### src/rtl/mult8_sequencer.sv
// 8x8 unsigned multiplier sequenced over one shared 4x4 multiplier.
// Optional MULT8_SEQ_ZERO_BYPASS_EN: zero operands skip straight to DONE.
module mult4x4 (
  input  logic [3:0] A,
  input  logic [3:0] B,
  output logic [7:0] Product
);
  assign Product = {4'b0, A} * {4'b0, B};
endmodule

module mult8_sequencer (
  input  logic        clk,
  input  logic        rst_n,
  input  logic        in_valid,
  output logic        in_ready,
  input  logic [7:0]  A,
  input  logic [7:0]  B,
  output logic        out_valid,
  input  logic        out_ready,
  output logic [15:0] Product,
  output logic        busy
);
  typedef enum logic [2:0] {
    IDLE, PP0, PP1, PP2, PP3, DONE
  } state_t;

  state_t      state;
  logic [7:0]  a_q;
  logic [7:0]  b_q;
  logic [15:0] acc;
  logic [3:0]  ma;
  logic [3:0]  mb;
  logic [7:0]  mp;
  logic [15:0] pp_s0;
  logic [15:0] pp_s4;
  logic [15:0] pp_s8;

  // Nibble selection for the shared multiplier; idle states feed zeros
  always_comb begin
    ma = 4'h0;
    mb = 4'h0;
    unique case (state)
      PP0: begin ma = a_q[3:0]; mb = b_q[3:0]; end
      PP1: begin ma = a_q[3:0]; mb = b_q[7:4]; end
      PP2: begin ma = a_q[7:4]; mb = b_q[3:0]; end
      PP3: begin ma = a_q[7:4]; mb = b_q[7:4]; end
      default: begin ma = 4'h0; mb = 4'h0; end
    endcase
  end

  mult4x4 u_mul (
    .A       (ma),
    .B       (mb),
    .Product (mp)
  );

  assign pp_s0 = {8'h00, mp};
  assign pp_s4 = {4'h0, mp, 4'h0};
  assign pp_s8 = {mp, 8'h00};

  always_ff @(posedge clk or negedge rst_n) begin
    if (!rst_n) begin
      state   <= IDLE;
      a_q     <= 8'h00;
      b_q     <= 8'h00;
      acc     <= 16'h0000;
      Product <= 16'h0000;
    end else begin
      unique case (state)
        IDLE: begin
          if (in_valid) begin
            a_q <= A;
            b_q <= B;
            acc <= 16'h0000;
`ifdef MULT8_SEQ_ZERO_BYPASS_EN
            if (A == 8'h00 || B == 8'h00) begin
              Product <= 16'h0000;
              state   <= DONE;
            end else begin
              state <= PP0;
            end
`else
            state <= PP0;
`endif
          end
        end
        PP0: begin
          acc   <= acc + pp_s0;
          state <= PP1;
        end
        PP1: begin
          acc   <= acc + pp_s4;
          state <= PP2;
        end
        PP2: begin
          acc   <= acc + pp_s4;
          state <= PP3;
        end
        // Only the final sum ever reaches Product
        PP3: begin
          Product <= acc + pp_s8;
          state   <= DONE;
        end
        DONE: begin
          if (out_ready) state <= IDLE;
        end
        default: state <= IDLE;
      endcase
    end
  end

  assign in_ready  = (state == IDLE);
  assign out_valid = (state == DONE);
  assign busy      = (state != IDLE);
endmodule

### config.mk
export PLATFORM = sky130hd
export DESIGN_NAME = mult8_sequencer
export DESIGN_NICKNAME = d
export VERILOG_FILES = /design/src/rtl/mult8_sequencer.sv
export SDC_FILE = /design/constraint.sdc
export NUM_CORES = 1
export LEC_CHECK = 0
export ABC_AREA = 1
export CORE_UTILIZATION = 40
export CTS_BUF_LIST = sky130_fd_sc_hd__clkbuf_8
export CTS_CLUSTER_SIZE = 24
export DETAILED_ROUTE_END_ITERATION = 16
export REMOVE_ABC_BUFFERS = 1
export SLEW_MARGIN = 20
export SYNTH_ARGS = -nofsm -noshare
export SYNTH_HDL_FRONTEND = slang
export SYNTH_HIERARCHICAL = 1
export SYNTH_SLANG_ARGS = --single-unit
### constraint.sdc
create_clock -name clk -period 6.4 [get_ports clk]
set_clock_uncertainty 0.1 [all_clocks]
set_input_delay 1.28 -clock clk [delete_from_list [all_inputs] [get_ports clk]]
set_output_delay 1.28 -clock clk [all_outputs]
set_load 0.01 [all_outputs]
## Word level (Yosys, flattened, before mapping)

Index checks and enable logic that the tools add are counted.

- Add/sub/neg operators: 3
- Multiplexer cells: 7
- $mul: 1
- Equal/unequal tests: 7
- Reduce and logical (&&, ||, !) cells: 11

Operator list:

| kind | count |
|---|---|
| $pmux 16 s3 | 1 |
| $pmux 3 s6 | 1 |
| $add 16x12->16 | 1 |
| $add 16x16->16 | 1 |
| $add 16x8->16 | 1 |
| $mux 16 | 1 |
| $pmux 4 s2 | 2 |
| $reduce_or 2->1 | 5 |
| $mul 4x4->8 | 1 |
| $eq 3x2->1 const B | 2 |
| $eq 3x3->1 const B | 2 |
| $mux 3 | 2 |
| $reduce_and 2->1 | 3 |
| $reduce_bool 3->1 | 2 |
| $eq 3x1->1 const B | 1 |
| $logic_not 3->1 | 1 |
| $ne 2x1->1 const B | 1 |
| $ne 2x2->1 const B | 1 |

- Input port bits: 20
- Output and inout bits: 19
- Logic and storage cells: 34
- Bits in registers: 51

## Logic depth before layout (Yosys ltp)

- Depth after elaboration: 6
- Gate-level depth with buffers: 27
- Mapped depth without buffers: 27

## By module

Netlist, hierarchy kept.

Modules (own cells, without submodules):

| module | cells an instance | area each (um^2) | sequential area each (um^2) | instances |
|---|---|---|---|---|
| mult8_sequencer | 464 | 3595.9 | 1276.2 | 1 |
| mult4x4 | 70 | 467.9 | 0.0 | 1 |

## Worst setup path after synthesis

OpenSTA, ideal clock, no wires.

- Path type: reg-to-reg
- Start: register state[0]
- End: register acc[10]
- Arrival: 4.147 ns
- Path buffers: 0
- Data required time: 6.176 ns
- Library setup time: 0.124 ns
- Slack: 2.028 ns
- Clock period less this slack: 4.372 ns
- Cell stages (with the launch flop): 24
- Cells stage by stage: dfrtp_1 -> nor2_4 -> inv_1 -> nor2_4 -> inv_2 -> o21ai_2 -> a22o_1 -> nand2_1 -> fa_1 -> inv_1 -> fa_1 -> fa_1 -> nand3_1 -> nand2_1 -> xor2_1 -> ha_1 -> nand2_1 -> inv_1 -> a21oi_1 -> nand2_1 -> nand2_1 -> nand2_1 -> nand3_1 -> nand3_1

- Word-level cells in the longest chain between the ends: 6
- Elaborated cells on any way between the ends: 19
- Those cells by class: add/sub (2); mul (1); eq/ne (5); mux (3); reduce/logical (8)

RTL lines:

| item | line | source |
|---|---|---|
| start, declared | 27 | `state_t state;` |
| start signal, assigned | 63 | `state <= IDLE;` |
| start signal, assigned | 83 | `state <= PP0;` |
| start signal, assigned | 89 | `state <= PP1;` |
| $eq 3x3->1 (tied with other cells) | 42 | `unique case (state)` |
| $reduce_or 2->1 (no source line) | - |  |
| $pmux 4 s2 (*) | 42 |  |
| via ma[0] | 31 | `logic [3:0] ma;` |
| $mul 4x4->8 (*) | 8 | `assign Product = {4'b0, A} * {4'b0, B};` |
| via mp[6] | 33 | `logic [7:0] mp;` |
| $add 16x12->16 or $add 16x8->16 (tied branches) | 92, 96, 88 |  |
| $pmux 16 s3 (*) | 69 | `unique case (state)` |
| end signal, assigned | 88 | `acc <= acc + pp_s0;` |
| end signal, assigned | 92 | `acc <= acc + pp_s4;` |
| end signal, assigned | 96 | `acc <= acc + pp_s4;` |
| end, declared | 30 | `logic [15:0] acc;` |

Mark *: on every way through the listed nets, which the timed path passes. The rest lies on a longest branch.
A chain may end at the register's enable or synchronous reset.

## Worst setup path in the final report

- Start: register state[0]
- End: register acc[13]

- Word-level cells in the longest chain between the ends: 6
- Elaborated cells on any way between the ends: 19
- Those cells by class: add/sub (2); mul (1); eq/ne (5); mux (3); reduce/logical (8)

RTL lines:

| item | line | source |
|---|---|---|
| $eq 3x3->1 (tied with other cells) | 42 |  |
| $reduce_or 2->1 (no source line) | - |  |
| $pmux 4 s2 (*) | 42 |  |
| via mb[3] | 32 | `logic [3:0] mb;` |
| $mul 4x4->8 (*) | 8 |  |
| via mp[6] | 33 |  |
| $add 16x12->16 or $add 16x8->16 (tied branches) | 92, 96, 88 |  |
| $pmux 16 s3 (*) | 69 |  |

Marks and branches as above.

==> reports/summary.txt <==
Worst IR Drop VDD: 0.234 mV
Leak: 2.61 nW
Area contributors post-synth: dfrtp_1 31%, nand2_1 15%, ha_1 11%
CTS tree: yes
CTS-repair resized insts: 0
CTS Hold Buffers Added: 0
vias in the first global route: 3,323
non-filler instance count after layout: 709
setup TNS after final layout: 0 ns
CTS Root Cell: clkbuf_8
Worst-path clk slew: 0.10 ns
Slew Limit Fails: 0
# DRC: 0
Worst Reg-to-Reg Cells: 21
Hold Worst Slack: 0.381 ns
DRT iter0 DRCs: 136
clk_lat worst skew: 0.32 ns
CTS max path bufs: 2
Comb power frac: 64.0%
CTS Buf Count: 5
Max Cap Viol: 0
startpoint types: register
# diodes: 0
cell-internal power: 1.11 mW
YS warnings: 6
Core Rows: 36
Post-CTS Setup Inserts: 0
Routed Antenna Nets: 0
RePlAce Congestion: 0.886
top_reg_cell synth: dfrtp_1
Post-Synthesis Cells: 534
hpwl dp: 7530 µm
Post-Place Setup Slack: 1.16 ns
die height: 103 µm
Nets: 637
top-area cell type share of the netlist area: 31.4%
minimum clock period: 5.26 ns
area delta synth->final: 14.8%
DR WL/cell: 13.5 µm
final setup fails: 0
Peak Freq: 190 MHz
post-synthesis async set-or-reset flop share: 100%
Worst Setup EP: acc[13]
htree depth: 2
RSZ-0062 raised after global routing: no
Critical path origin: state[0]
Global Route Usage Sum: 20.0%
total number of vias: 3,518
CP endpoint kind: register
drt first pass iters: 4
initial antenna violation count: 0
Worst Path Max Fanout: 27
status: finished, final reports clean
worst r2r dst: acc[13]
Synth area leader: dfrtp_1
starting density of the core: 41.4%
Setup CP Type: register to register
sequential share of power: 26.4%
Mapped Area: 4060 µm²
Final Hold Vio Count: 0
RR Startpoint: state[0]
first-pass GRT wire length: 16,200 µm
IO Count: 39
count leader, synth: nand2_1
GRT overflow: 0
sw frac: 49.0%
layout cells sized above 1: 8.68%
final core occ: 47.5%
sequential share of the synthesized area: 31.4%
WL final: 9580 µm
top cells by count, synth: 162 x nand2_1, 77 x inv_1, 60 x nand3_1
Sink Count: 51
Psw: 1.06 mW
R2R Setup Slk: 1.14 ns
die width: 103 µm
Max-slew headroom: 55.1%
Req. time, crit path: 6.52 ns
maximum number of pins on one net before global-route repair: 52
Post-synth EDFFs: 0
Via density: 4.96
PD cells: 464 nW/µm²
Inst Count DP: 701
Final period util: 82.1%
die area: 10,600 µm²
PortBufs: 38
Avg Inst Size Synth: 7.61 µm²
worst hold path class: register to register
CP arrival: 5.38 ns
Core ar.: 9820 µm²
PnR worst setup slack: 1.14 ns
clock network power share: 9.6%
#FFs+latches synth: 51
Least-Margin Pin Slew: 0.674 ns
Synth cell types: 37
[cell type report]
cell class,instances,area [µm²]
Clock buffer,6,82.6
Clock inverter,2,12.5
Fill cell,1032,5150
Inverter,84,320
Multi-Input combinational cell,393,2420
Sequential cell,51,1280
Tap cell,133,166
Timing Repair Buffer,40,390
[layout by cell type (no fill, tap or decap), types with 4 or more instances in the layout]
| cell type | synthesis | final |
|---|---|---|
| or2_2 | 4 | 4 |
| xor2_1 | 9 | 9 |
| dfrtp_1 | 51 | 51 |
| ha_1 | 35 | 35 |
| nand2_1 | 162 | 162 |
| o21ai_1 | 11 | 11 |
| a22o_1 | 8 | 8 |
| o21ai_0 | 9 | 9 |
| mux2_4 | 10 | 10 |
| nand4_1 | 6 | 6 |
| clkdlybuf4s50_1 | 0 | 37 |
| nor2_1 | 22 | 22 |
| clkbuf_8 | 0 | 6 |
| mux2_2 | 6 | 6 |
| a21oi_1 | 14 | 14 |
| nand3_1 | 60 | 60 |
| inv_1 | 77 | 78 |
| fa_1 | 7 | 7 |
| inv_2 | 5 | 5 |
[cell families (layout without fill, tap and decap cells)]
family	Yosys count	after routing	share of synthesized area (%)
muxes	16	16	5.36
AOI/OAI and AO/OA	56	56	8.74
DFF	51	51	31.4
adders and majority gates	42	42	14.2
and+or+nand+nor	269	269	29.0
buffers and inverters	90	132	9.11
xor gates and xnor gates	10	10	2.16
[state kept, by name (all words and copies together) (netlist names)]
register,cells
b_q,8
state,3
acc,16
Product,16
a_q,8
[critical path: stages (launching register included)]
cell      delay (ns)
dfrtp_1         0.48
nor2_4          0.17
inv_1           0.08
nor2_4          0.20
inv_2           0.23
o21ai_2         0.19
a22o_1          0.24
nand2_1         0.10
fa_1            0.54
inv_1           0.05
fa_1            0.52
fa_1            0.48
nand3_1         0.11
nand2_1         0.06
xor2_1          0.42
ha_1            0.38
nand2_1         0.08
nand2_1         0.07
a21boi_0        0.32
nand4_1         0.14
nand3_1         0.11
nand3_1         0.08
[metal layers]
metal,wire length (µm),GRT usage (%),vias up
li1,-,-,1811
met1,4610,26.1,1637
met2,4510,34.2,60
met3,319,2.85,10
met4,142,5.96,0
met5,0,0,-
[worst min path at each step]
stage	to	cells after the start	from
global placement	Product[6]	2	Product[6]
finish	Product[4]	2	Product[4]
CTS	Product[4]	2	Product[4]
global route	Product[4]	2	Product[4]
detailed placement	Product[4]	2	Product[4]
floorplan	b_q[4]	1	b_q[4]
[power groups by stage]
| stage | clock network, mW | registers [mW] | logic, mW |
|---|---|---|---|
| 2_1_floorplan | 0 | 0.558 | 0.975 |
| 3_3_place_gp | 0 | 0.578 | 1.35 |
| 3_5_place_dp | 0 | 0.580 | 1.37 |
| 4_1_cts | 0.214 | 0.573 | 1.38 |
| 5_1_grt | 0.224 | 0.590 | 1.55 |
| 6_report | 0.207 | 0.573 | 1.39 |
[per-stage QoR]
stage	area (µm²)	power (mW)
after global routing	4670	2.37
after floorplan	4010	1.53
final	4670	2.17
after CTS	4670	2.17
after detailed placement	4570	1.96
after global placement	4570	1.93
Note: power is estimated with default switching activity, not from simulation.
